[src/rtl/instruction_decode_stage_if.sv]
// Bus interface of the instruction decode stage: upstream instruction
// handshake, downstream head-entry handshake and the decoded fields.
// The "slave" modport is the decode stage itself; "master" is whatever
// surrounds it (fetch on the input side, register-read on the output side).
interface instruction_decode_stage_if #(
    parameter int INSTR_W  = 32,
    parameter int OPCODE_W = 6,
    parameter int REG_W    = 5,
    parameter int FUNC_W   = 5,
    parameter int IMM_W    = 16,
    parameter int DATA_W   = 32,
    parameter int CNT_W    = 16
);
    logic                         in_valid;
    logic                         in_ready;
    logic [INSTR_W-1:0]           in_instr;
    logic                         out_valid;
    logic                         out_ready;
    logic [OPCODE_W-1:0]          opcode;
    logic [REG_W-1:0]             rs;
    logic [REG_W-1:0]             rt;
    logic [REG_W-1:0]             shamt;
    logic [FUNC_W-1:0]            func;
    logic [IMM_W-1:0]             imm;
    logic [DATA_W-1:0]            imm_ext;
    logic [INSTR_W-OPCODE_W-1:0]  jaddr;
    logic                         is_rtype;
    logic [CNT_W-1:0]             dec_count;

    modport slave (
        input  in_valid, in_instr, out_ready,
        output in_ready, out_valid, opcode, rs, rt, shamt, func,
               imm, imm_ext, jaddr, is_rtype, dec_count
    );

    modport master (
        output in_valid, in_instr, out_ready,
        input  in_ready, out_valid, opcode, rs, rt, shamt, func,
               imm, imm_ext, jaddr, is_rtype, dec_count
    );
endinterface

[src/rtl/instruction_decode_stage.sv]
// Instruction decode stage: a 2-entry skid FIFO of raw instructions whose
// head entry is sliced into its fields. in_ready depends on registered
// occupancy only, so there is no combinational path from out_ready back to
// the fetch side. Field outputs are forced to zero while no entry is held.
module instruction_decode_stage #(
    parameter int INSTR_W  = 32,
    parameter int OPCODE_W = 6,
    parameter int REG_W    = 5,
    parameter int FUNC_W   = 5,
    parameter int IMM_W    = 16,
    parameter int DATA_W   = 32,
    parameter bit SEXT_IMM = 1'b1,
    parameter int CNT_W    = 16
) (
    input  logic                      clk,
    input  logic                      rst,
    input  logic                      flush,
    instruction_decode_stage_if.slave bus
);

    localparam logic [1:0] EMPTY = 2'd0;
    localparam logic [1:0] ONE   = 2'd1;
    localparam logic [1:0] FULL  = 2'd2;

    localparam logic [CNT_W-1:0] CNT_ONE = CNT_W'(1);

    logic [1:0]         state_r;
    logic [1:0]         state_next_s;
    logic [INSTR_W-1:0] head_r;
    logic [INSTR_W-1:0] head_next_s;
    logic [INSTR_W-1:0] tail_r;
    logic [INSTR_W-1:0] tail_next_s;
    logic [CNT_W-1:0]   count_r;
    logic               valid_s;
    logic               push_s;
    logic               pop_s;

    // Widen the raw immediate to the datapath width (sign or zero fill).
    function automatic logic [DATA_W-1:0] extend_imm(input logic [IMM_W-1:0] raw);
        logic [DATA_W-1:0] res;
        if (SEXT_IMM) begin
            res = DATA_W'($signed(raw));
        end else begin
            res = DATA_W'(raw);
        end
        return res;
    endfunction

    assign valid_s       = (state_r != EMPTY);
    assign bus.in_ready  = (state_r != FULL);
    assign bus.out_valid = valid_s;
    assign push_s        = bus.in_valid & bus.in_ready;
    assign pop_s         = valid_s & bus.out_ready;
    assign bus.dec_count = count_r;

    // Next occupancy and storage contents; flush wins over push and pop.
    always_comb begin
        state_next_s = state_r;
        head_next_s  = head_r;
        tail_next_s  = tail_r;
        if (flush) begin
            state_next_s = EMPTY;
            head_next_s  = '0;
            tail_next_s  = '0;
        end else begin
            case (state_r)
                EMPTY: begin
                    if (push_s) begin
                        head_next_s  = bus.in_instr;
                        state_next_s = ONE;
                    end else begin
                        state_next_s = EMPTY;
                    end
                end
                ONE: begin
                    if (push_s && pop_s) begin
                        // old head leaves, the new word becomes head
                        head_next_s  = bus.in_instr;
                        state_next_s = ONE;
                    end else if (push_s) begin
                        tail_next_s  = bus.in_instr;
                        state_next_s = FULL;
                    end else if (pop_s) begin
                        head_next_s  = '0;
                        state_next_s = EMPTY;
                    end else begin
                        state_next_s = ONE;
                    end
                end
                FULL: begin
                    // in_ready is low here, so only a pop can happen
                    if (pop_s) begin
                        head_next_s  = tail_r;
                        tail_next_s  = '0;
                        state_next_s = ONE;
                    end else begin
                        state_next_s = FULL;
                    end
                end
                default: begin
                    state_next_s = EMPTY;
                    head_next_s  = '0;
                    tail_next_s  = '0;
                end
            endcase
        end
    end

    // Occupancy and storage registers.
    always_ff @(posedge clk or posedge rst) begin
        if (rst) begin
            state_r <= EMPTY;
            head_r  <= '0;
            tail_r  <= '0;
        end else begin
            state_r <= state_next_s;
            head_r  <= head_next_s;
            tail_r  <= tail_next_s;
        end
    end

    // Completed output handshakes; counts even when a flush coincides, wraps.
    always_ff @(posedge clk or posedge rst) begin
        if (rst) begin
            count_r <= '0;
        end else if (pop_s) begin
            count_r <= count_r + CNT_ONE;
        end else begin
            count_r <= count_r;
        end
    end

    // Field slicing of the head entry, zero when nothing is held.
    always_comb begin
        bus.opcode   = valid_s ? head_r[INSTR_W-1 -: OPCODE_W] : '0;
        bus.rs       = valid_s ? head_r[INSTR_W-OPCODE_W-1 -: REG_W] : '0;
        bus.rt       = valid_s ? head_r[INSTR_W-OPCODE_W-REG_W-1 -: REG_W] : '0;
        bus.shamt    = valid_s ? head_r[IMM_W-1 -: REG_W] : '0;
        bus.func     = valid_s ? head_r[FUNC_W-1:0] : '0;
        bus.imm      = valid_s ? head_r[IMM_W-1:0] : '0;
        bus.imm_ext  = valid_s ? extend_imm(head_r[IMM_W-1:0]) : '0;
        bus.jaddr    = valid_s ? head_r[INSTR_W-OPCODE_W-1:0] : '0;
        bus.is_rtype = valid_s && (head_r[INSTR_W-1 -: OPCODE_W] == '0);
    end

endmodule

[src/flat_wrapper.sv]
// flat-port wrapper written by rule: the top's interface ports become plain ports
module instruction_decode_stage_flat 
#(
    parameter int INSTR_W  = 32,
    parameter int OPCODE_W = 6,
    parameter int REG_W    = 5,
    parameter int FUNC_W   = 5,
    parameter int IMM_W    = 16,
    parameter int DATA_W   = 32,
    parameter bit SEXT_IMM = 1'b1,
    parameter int CNT_W    = 16
)
  (clk, rst, flush, bus_in_valid, bus_in_instr, bus_out_ready, bus_in_ready, bus_out_valid, bus_opcode, bus_rs, bus_rt, bus_shamt, bus_func, bus_imm, bus_imm_ext, bus_jaddr, bus_is_rtype, bus_dec_count);
  instruction_decode_stage_if #(.INSTR_W(INSTR_W), .OPCODE_W(OPCODE_W), .REG_W(REG_W), .FUNC_W(FUNC_W), .IMM_W(IMM_W), .DATA_W(DATA_W), .CNT_W(CNT_W)) bus_i ();
  input  logic clk;
  input  logic rst;
  input  logic flush;
  input wire logic [$bits(bus_i.in_valid)-1:0] bus_in_valid;
  input wire logic [$bits(bus_i.in_instr)-1:0] bus_in_instr;
  input wire logic [$bits(bus_i.out_ready)-1:0] bus_out_ready;
  output wire logic [$bits(bus_i.in_ready)-1:0] bus_in_ready;
  output wire logic [$bits(bus_i.out_valid)-1:0] bus_out_valid;
  output wire logic [$bits(bus_i.opcode)-1:0] bus_opcode;
  output wire logic [$bits(bus_i.rs)-1:0] bus_rs;
  output wire logic [$bits(bus_i.rt)-1:0] bus_rt;
  output wire logic [$bits(bus_i.shamt)-1:0] bus_shamt;
  output wire logic [$bits(bus_i.func)-1:0] bus_func;
  output wire logic [$bits(bus_i.imm)-1:0] bus_imm;
  output wire logic [$bits(bus_i.imm_ext)-1:0] bus_imm_ext;
  output wire logic [$bits(bus_i.jaddr)-1:0] bus_jaddr;
  output wire logic [$bits(bus_i.is_rtype)-1:0] bus_is_rtype;
  output wire logic [$bits(bus_i.dec_count)-1:0] bus_dec_count;
  assign bus_i.in_valid = bus_in_valid;
  assign bus_i.in_instr = bus_in_instr;
  assign bus_i.out_ready = bus_out_ready;
  assign bus_in_ready = bus_i.in_ready;
  assign bus_out_valid = bus_i.out_valid;
  assign bus_opcode = bus_i.opcode;
  assign bus_rs = bus_i.rs;
  assign bus_rt = bus_i.rt;
  assign bus_shamt = bus_i.shamt;
  assign bus_func = bus_i.func;
  assign bus_imm = bus_i.imm;
  assign bus_imm_ext = bus_i.imm_ext;
  assign bus_jaddr = bus_i.jaddr;
  assign bus_is_rtype = bus_i.is_rtype;
  assign bus_dec_count = bus_i.dec_count;
  instruction_decode_stage #(.INSTR_W(INSTR_W), .OPCODE_W(OPCODE_W), .REG_W(REG_W), .FUNC_W(FUNC_W), .IMM_W(IMM_W), .DATA_W(DATA_W), .SEXT_IMM(SEXT_IMM), .CNT_W(CNT_W)) u_core (.clk(clk), .rst(rst), .flush(flush), .bus(bus_i));
endmodule
[config.mk]
export PLATFORM = sky130hd
export DESIGN_NAME = instruction_decode_stage_flat
export DESIGN_NICKNAME = d
export VERILOG_FILES = /design/src/rtl/instruction_decode_stage_if.sv /design/src/rtl/instruction_decode_stage.sv /design/src/flat_wrapper.sv
export SDC_FILE = /design/constraint.sdc
export NUM_CORES = 1
export LEC_CHECK = 0
export ABC_CLOCK_PERIOD_IN_PS = 3000
export CAP_MARGIN = 20
export CORE_MARGIN = 2
export CORE_UTILIZATION = 46
export DETAILED_ROUTE_END_ITERATION = 12
export GPL_TIMING_DRIVEN = 0
export MAX_ROUTING_LAYER = met4
export PLACE_DENSITY = 0.8
export SLEW_MARGIN = 40
export SYNTH_ARGS = -nofsm -noshare
export SYNTH_HDL_FRONTEND = slang
export SYNTH_SLANG_ARGS = --single-unit
[constraint.sdc]
create_clock -name clk -period 3 [get_ports clk]
set_clock_uncertainty 0.15 [all_clocks]
set_input_delay 0.3 -clock clk [delete_from_list [all_inputs] [get_ports clk]]
set_output_delay 0.3 -clock clk [all_outputs]
set_load 0.02 [all_outputs]
# Word level (Yosys, flattened, before mapping)
# Index checks and enable logic that the tools add are counted.
# word_totals
out_inout_bits	119
wordCells	49
register_bits	82
inputBits	37
# classes
n_eq_ne	10
muxes	25
addsub	1
n_reduce_logical	7
bitwise	2
# ops
operator	n
$mux 32	9
$pmux 32 s3	2
$mux 26	1
$mux 5	4
$add 16x1->16 const B	1
$mux 16	1
$ne 3x2->1 const B	3
$mux 2	4
$reduce_and 4->1	2
$logic_not 6->1	1
$mux 6	1
$pmux 2 s3	1
$ne 2x2->1 const B	2
$ne 4x2->1 const B	1
$ne 4x4->1 const B	1
$ne 3x3->1 const B	1
$and 1x1->1	2
$eq 2x1->1 const B	1
$eq 2x2->1 const B	1
$logic_and 1x1->1	2
$logic_not 2->1	1
$mux 1	2
$reduce_bool 2->1	1

# Depth between registers and ports, before layout
# Gate-level depths: netlist of the first run.
# depth
word_depth	7
mapped_depth	11
depth_no_buf	8

# Least setup slack after synthesis of the first run
# OpenSTA, ideal clock, no wires.
# synth_timing
path_kind	register to register
start	reg u_core.state_r[0]
end	reg u_core.head_r[23]
t_required_ns	2.772
stages_incl_launch_ff	12
path_slack_ns	0.584
setup_time_ns	0.078
arrival_time_ns	2.188
cell_sequence	dfrtp_1 buf_4 nor2b_1 buf_2 inv_1 and2_1 ha_1 nor2b_1 o21a_1 a2111oi_4 buf_2 o2bb2ai_1
# synth_between
elab_chain_len	6
elab_cells_between_ends	16
classes_between	eq/ne: 7; mux: 3; bitwise: 2; reduce/logical: 4
# synth_lines
item	line_no	text
start, declared	instruction_decode_stage.sv:27	logic [1:0] state_r;
start signal, assigned	instruction_decode_stage.sv:116	state_r <= state_next_s;
$ne 2x2->1 (*)	instruction_decode_stage.sv:50	assign bus.in_ready = (state_r != FULL);
net bus_in_ready	flat_wrapper.sv:21	output wire logic [$bits(bus_i.in_ready)-1:0] bus_in_ready;
$and 1x1->1 (*)	instruction_decode_stage.sv:52	assign push_s = bus.in_valid & bus.in_ready;
$logic_and 1x1->1	instruction_decode_stage.sv:76	if (push_s && pop_s) begin
$mux 32	instruction_decode_stage.sv:76	
$pmux 32 s3	instruction_decode_stage.sv:66	case (state_r)
$mux 32	instruction_decode_stage.sv:61	if (flush) begin
end signal, assigned	instruction_decode_stage.sv:117	head_r <= head_next_s;
end, declared	instruction_decode_stage.sv:29	logic [INSTR_W-1:0] head_r;
# Mark *: on every way through the listed nets, which the timed path passes. The rest lies on a longest branch.
# A chain may end at the register's enable or synchronous reset.

# Final worst setup path of the first run
# layout_timing
start	reg u_core.state_r[1]
end	out bus_imm[0]
# layout_between
elab_chain_len	2
# layout_lines
item	line_no	text
$reduce_bool 2->1	instruction_decode_stage.sv:49	assign valid_s = (state_r != EMPTY);
$mux 16	instruction_decode_stage.sv:140	bus.imm = valid_s ? head_r[IMM_W-1:0] : '0;
end, declared	flat_wrapper.sv:28	output wire logic [$bits(bus_i.imm)-1:0] bus_imm;
# Every way passes these cells.

==> results of run 1 <==
==> metal layers <==
layer  global-route usage [%]  vias to the layer above
met5                        -                        -
met3                     3.15                        5
li1                         -                     1779
met2                     36.8                      103
met4                     6.27                        0
met1                     27.3                     1774
==> final timing paths <==
path / from / end / slack, ns / cells after the start
hold / removal: rst / u_core.head_r[23] / 0.14 / 2
max in group asynchronous: rst / u_core.head_r[8] / 2.01 / 3
min in group clk: bus_out_ready / u_core.state_r[0] / 0.18 / 3
setup / recovery: u_core.state_r[1] / bus_imm[0] / 0.17 / 6
setup reg to reg: u_core.state_r[0] / u_core.head_r[1] / 0.28 / 11
hold reg to reg: u_core.bus.dec_count[15] / u_core.bus.dec_count[15] / 0.33 / 1
==> cell type report <==
type | instances | area, um^2
Clock buffer | 10 | 138
Tap cell | 133 | 166
Sequential cell | 82 | 2050
Clock inverter | 6 | 90.1
Timing Repair Buffer | 155 | 1570
Buffer | 94 | 661
Multi-Input combinational cell | 236 | 1710
Inverter | 37 | 144
Fill cell | 799 | 3150
==> critical path, stage by stage, from the launching register on <==
cell,delay [ns]
dfrtp_1,0.43
or2_2,0.13
clkbuf_1,0.24
clkbuf_2,0.28
and2_1,0.23
buf_4,0.13
clkdlybuf4s50_1,0.59
==> registers in the layout, indices dropped and copies added (netlist names) <==
register              cells
u_core.tail_r            32
u_core.state_r            2
u_core.head_r            32
u_core.bus.dec_count     16
==> what timing repair did <==
action | 4_1_cts | 5_1_grt
buffers inserted | 0 | 0
resized for setup | 3 | 3
endpoints found under the setup margin | 35 | 9
hold buffers | 0 | 0
==> logic make-up after synthesis <==
| kind of cell | synth area share (%) |
|---|---|
| buffers and inverters | 17.4 |
| AND/OR/NAND/NOR | 12.8 |
| flip-flops | 45.0 |
| AO/OA/AOI/OAI | 13.2 |
| multiplexers | 8.15 |
| XOR/XNOR | 2.88 |
| adder cells (fa/ha/maj) | 0.549 |
==> power groups by stage <==
stage	Combinational [mW]	Clock (mW)	Sequential, mW
2_1_floorplan	0.414	0	1.32
3_3_place_gp	0.744	0	1.29
3_5_place_dp	0.767	0	1.30
4_1_cts	0.771	0.914	1.28
5_1_grt	0.824	0.959	1.29
6_report	0.764	0.904	1.28
==> synth_stat cells, types with 2 or more instances <==
library cell | instances | area, um^2
dfrtp_1 | 82 | 2050
buf_4 | 72 | 541
inv_1 | 37 | 139
nand2_1 | 37 | 139
mux2i_1 | 36 | 360
and2_1 | 33 | 206
o2bb2ai_1 | 32 | 280
a22oi_1 | 28 | 210
nor2_1 | 14 | 52.6
buf_2 | 12 | 60.1
xnor2_1 | 8 | 70.1
clkbuf_1 | 7 | 26.3
xor2_1 | 7 | 61.3
a21oi_1 | 5 | 25.0
nand4_1 | 4 | 25.0
nor2b_1 | 4 | 25.0
nand3_1 | 3 | 15.0
o21a_1 | 3 | 22.5
and3_1 | 2 | 12.5
buf_6 | 2 | 22.5
ha_1 | 2 | 25.0
nor3_1 | 2 | 10.0
nor3b_1 | 2 | 15.0
==> cell usage in the layout (no fill, tap or decap), drive strengths merged <==
master	n
a22oi	28
o2bb2ai	32
mux2	1
nor2b	4
clkinv	3
a2111oi	1
o22a	1
dfrtp	82
xor2	7
a21oi	6
nor2	15
nand2b	1
and2b	1
and4	1
nor4	2
o21a	3
nor3	2
nand4	5
clkdlybuf4s50	154
nand3	3
o21bai	1
or2	1
mux2i	36
buf	86
nor3b	2
clkinvlp	1
a221oi	1
clkbuf	19
and3	2
and2	33
ha	2
xnor2	8
bufinv	2
inv	37
nand2	37
==> out/metrics.csv, run 1 <==
stage,metric,value,unit
synthesis,number of flops mapped to enable cells by yosys,0,
placed_design,area post-placement,6300,um^2
run_status,status,completed,
timing,RSZ-0062 raised after global routing,no,
final_layout,"Design Area, Final",6530,um^2
route,DR WL/cell,15.0,um
worst_setup_path,CP Class,flop to primary output,
die,Initial Util,47.1,%
worst_setup_path,"Req. time, crit path",2.55,ns
global_routing,initial antenna violation count,0,
global_routing,first-pass GRT wire length,18300,um
route,WL met2,5670,um
power_and_ir_drop,Tot Pwr,2.95,mW
synthesis,register area share after synthesis,45.0,%
power_and_ir_drop,Max IR drop VDD,0.301,mV
final_layout,Nets,654,
global_routing,largest net degree at the start of global routing,47,
die,die width,104,um
power_and_ir_drop,Flop pwr share,43.4,%
synthesis,Synth Area per Inst,10.1,um^2
timing,period utilisation layout,94.4,%
route,drt drc,0,
placed_design,RePlAce Congestion,0.760,
power_and_ir_drop,LEAKAGE,2.94,nW
die,DIE HEIGHT,104,um
placed_design,Detailed Place HPWL,8320,um
synthesis,Post-Syn Nets,488,
worst_setup_path,CP max FO,10,
timing,final worst path period need,2.83,ns
route,DRT Wirelength,11300,um
placed_design,dpl cells,737,
synthesis,Mapped Area,4560,um^2
route,DR WL met3,541,um
route,initial drt markers,195,
timing,"Hold Vio Cnt, Final",0,
placed_design,port bufs,154,
clocking,Max Buffers Root-to-Sink,2,
synthesis,Post-Syn Instances,449,
power_and_ir_drop,PwrDens,451,nW/um^2
timing,max-slew violation count,0,
die,# rows,36,
final_layout,fin util,67.5,%
final_layout,P&R area growth vs syn,43.4,%
final_layout,ant diodes,0,
power_and_ir_drop,switch share,30.0,%
route,Final ANT Viol Nets,0,
global_routing,grt total ovfl,0,
die,I/O Pins,156,
power_and_ir_drop,clock power share,30.7,%
route,routed length on met1,5060,um
clocking,worst-skew pair later-pin latency,0.35,ns
die,die footprint,10700,um^2
timing,Slew @ Worst Pin,0.564,ns
timing,Slew HR,62.4,%
die,Core Box Area,9680,um^2
worst_setup_path,Worst Path Arrival,2.38,ns
worst_setup_path,Critical Path End Type,primary output,
global_routing,GRT Resource Usage Total,21.7,%
placed_design,dpl ws,0.317,ns
route,Via density,4.86,
synthesis,async set-reset flop share out of synthesis,100,%
route,Pre-antenna DRT Iters,4,
timing,Final Setup Violations,0,
synthesis,"Distinct cells, synth",38,
clocking,Num Clock Sinks,82,
route,DR top layer,met4,
clocking,CTS Buf Count,9,
synthesis,"Top FF cell, synth",dfrtp_1,
hold_path,Hold Crit Class,input port to async pin,
timing,Setup WS post-layout,0.169,ns
synthesis,Syn. warnings,0,
clocking,CTS tree,built,
worst_setup_path,Setup crit start kind,flop,
flow_run,max_cap viols,0,
power_and_ir_drop,P_sw,885,uW
route,via count,3661,
clocking,H-tree levels,3,
power_and_ir_drop,combinational share of power,25.9,%
synthesis,post-synthesis register bit count,82,
clocking,Worst-path clk slew,0.09,ns
clocking,CTS Root Cell,clkbuf_8,
final_layout,fin cells,753,
timing,Setup TNS,0,ns
timing,hold slack final,0.144,ns
power_and_ir_drop,Internal,2.06,mW
final_layout,layout cell share with drive strength beyond 1,18.7,%
timing,fmax,353,MHz
global_routing,vias in the first global route,3621,
(Power assumes the default switching activity.)
==> run 2: changes to the inputs <==
--- a/config.mk
+++ b/config.mk
@@ -5,7 +5,6 @@
 export SDC_FILE = /design/constraint.sdc
 export NUM_CORES = 1
 export LEC_CHECK = 0
-export ABC_CLOCK_PERIOD_IN_PS = 3000
 export CAP_MARGIN = 20
 export CORE_MARGIN = 2
 export CORE_UTILIZATION = 46
@@ -13,6 +12,7 @@
 export GPL_TIMING_DRIVEN = 0
 export MAX_ROUTING_LAYER = met4
 export PLACE_DENSITY = 0.8
+export SETUP_SLACK_MARGIN = 0.5
 export SLEW_MARGIN = 40
 export SYNTH_ARGS = -nofsm -noshare
 export SYNTH_HDL_FRONTEND = slang
==> run 2 against run 1 <==
  * Die area unchanged
  * Sequential power about the same
  * Global-route usage increased by 0.86 points
  * Critical endpoint is now bus_jaddr[25]
  * Largest power group unchanged
==> out/metrics.csv, run 2 (synthesized netlist as in run 1, its figures left out) <==
stage,metric,value,unit
route,via count,3783,
timing,period utilisation layout,81.3,%
route,DRT Wirelength,11800,um
die,DIE HEIGHT,104,um
power_and_ir_drop,Internal,2.23,mW
die,Initial Util,47.1,%
worst_setup_path,Worst R2R End,u_core.head_r[16],
power_and_ir_drop,switch share,28.5,%
placed_design,area post-placement,6340,um^2
timing,fmax,410,MHz
global_routing,vias in the first global route,3708,
clocking,CTS tree,built,
worst_setup_path,CP max FO,7,
global_routing,grt total ovfl,0,
final_layout,"Design Area, Final",6470,um^2
final_layout,ant diodes,0,
clocking,CTS Buf Count,9,
worst_setup_path,CP max stage delay,0.54,ns
clocking,worst-skew pair later-pin latency,0.35,ns
timing,"Hold Vio Cnt, Final",0,
route,Final ANT Viol Nets,0,
clocking,Max Buffers Root-to-Sink,2,
global_routing,largest net degree at the start of global routing,26,
clocking,H-tree levels,3,
placed_design,Detailed Place HPWL,8380,um
worst_setup_path,Critical R2R Launch,u_core.state_r[1],
timing,final worst path period need,2.44,ns
route,drt drc,0,
timing,Slew HR,49.4,%
worst_setup_path,R2R depth,11,
global_routing,first-pass GRT wire length,19000,um
worst_setup_path,slowest cell on the critical path,clkdlybuf4s50_1,
power_and_ir_drop,LEAKAGE,3.34,nW
timing,RSZ-0062 raised after global routing,yes,
die,# rows,36,
final_layout,P&R area growth vs syn,42.0,%
clocking,Num Clock Sinks,82,
final_layout,most frequent cells in the layout,"buf_4, dfrtp_1, clkdlybuf4s50_1",
timing,Setup TNS,0,ns
power_and_ir_drop,Tot Pwr,3.11,mW
die,die width,104,um
power_and_ir_drop,Flop pwr share,41.1,%
power_and_ir_drop,P_sw,886,uW
route,Via density,4.94,
hold_path,Hold Crit Class,input port to async pin,
worst_setup_path,Critical Path End Type,primary output,
worst_setup_path,Worst Path Arrival,1.99,ns
final_layout,layout cell share with drive strength beyond 1,28.6,%
power_and_ir_drop,clock power share,33.9,%
route,DR WL/cell,15.4,um
die,I/O Pins,156,
flow_run,max_cap viols,0,
route,Pre-antenna DRT Iters,4,
worst_setup_path,Setup crit start kind,flop,
die,Core Box Area,9680,um^2
global_routing,GRT Resource Usage Total,22.6,%
power_and_ir_drop,combinational share of power,25.0,%
final_layout,Nets,667,
worst_setup_path,r2r setup slk,0.57,ns
run_status,status,completed,
timing,Slew @ Worst Pin,0.758,ns
global_routing,initial antenna violation count,0,
worst_setup_path,CP Cell Sequence,or2_2 -> clkbuf_4 -> and2_1 -> clkdlybuf4s50_1,
clocking,CTS Root Cell,clkbuf_8,
power_and_ir_drop,PwrDens,481,nW/um^2
placed_design,RePlAce Congestion,0.759,
route,initial drt markers,158,
worst_setup_path,Crit path buffers/inverters,2,
clocking,Worst-path clk slew,0.09,ns
power_and_ir_drop,Max IR drop VDD,0.330,mV
worst_setup_path,CP Class,flop to primary output,
worst_setup_path,"Largest delay share family, worst path",buffers and inverters,
die,die footprint,10700,um^2
worst_setup_path,"Req. time, crit path",2.55,ns
timing,Final Setup Violations,0,
placed_design,port bufs,154,
timing,max-slew violation count,0,
run 2: cell types whose count changed in the layout (fill, tap and decap cells not counted), moves of 3 or more:
cell	before	now
clkdlybuf4s50_1	154	56
clkbuf_2	4	49
buf_2	11	8
dlygate4sd2_1	0	49
buf_4	72	81
buf_6	2	10
run 2: worst max-delay path by stage:
stage,slack (ns),start,cells past startpoint,to
global placement,0.31,u_core.state_r[0],11,u_core.head_r[24]
CTS,0.42,u_core.state_r[1],6,bus_imm_ext[2]
detailed placement,0.17,u_core.state_r[0],11,u_core.head_r[11]
floorplan,0.58,u_core.state_r[0],11,u_core.head_r[23]
global route,0.48,u_core.state_r[0],12,u_core.head_r[24]
finish,0.56,u_core.state_r[0],4,bus_jaddr[25]
run 2: cell type report:
class / count / area [um^2]
fill: 787 / 3210
sequential: 82 / 2050
multi-input combinational: 236 / 1740
timing repair buffer: 168 / 1380
buffer: 94 / 723
tap: 133 / 166
inverter: 37 / 143
clock buffer: 11 / 141
clock inverter: 5 / 125
run 2: layer usage:
metal	vias up	global-route usage, %	part of all wire [%]
met2	134	36.7	49
met1	1839	29.5	45
met4	0	5.79	1.0
met3	12	4.22	5.0
met5	-	-	0
li1	1798	-	-
run 2: worst reg2reg max path: cells and delay by family, from the launching register on:
kind / cells / cell delay [ns]
AOI/OAI and AO/OA: 4 / 0.78
adders and majority gates: 1 / 0.20
buffers and inverters: 5 / 0.72
DFF: 1 / 0.45
and+or+nand+nor: 1 / 0.07
run 2: metrics by stage:
stage          setup WS (ns)  std cells  hold WS [ns]  util, %
5_1_grt                0.479        766         0.201     66.8
6_report               0.562        766         0.160     66.8
3_3_place_gp           0.315        736         0.310     64.7
2_1_floorplan          0.584        449         0.216        -
4_1_cts                0.419        757         0.164     67.8
3_5_place_dp           0.170        739         0.316     65.4
run 2: power groups by stage:
stage / clock network (mW) / registers, mW / logic, mW
after floorplan: 0 / 1.32 / 0.415
after global placement: 0 / 1.29 / 0.744
after detailed placement: 0 / 1.30 / 0.778
after CTS: 1.07 / 1.28 / 0.766
after global routing: 1.12 / 1.29 / 0.836
final: 1.05 / 1.28 / 0.778
run 2: timing repair:
item	4_1_cts	5_1_grt
hold buffers	0	0
pin swaps	1	2
endpoints found under the hold margin	0	0
cloned	1	2
buffers inserted	1	7
endpoints found under the setup margin	135	88
gates resized for setup	125	105
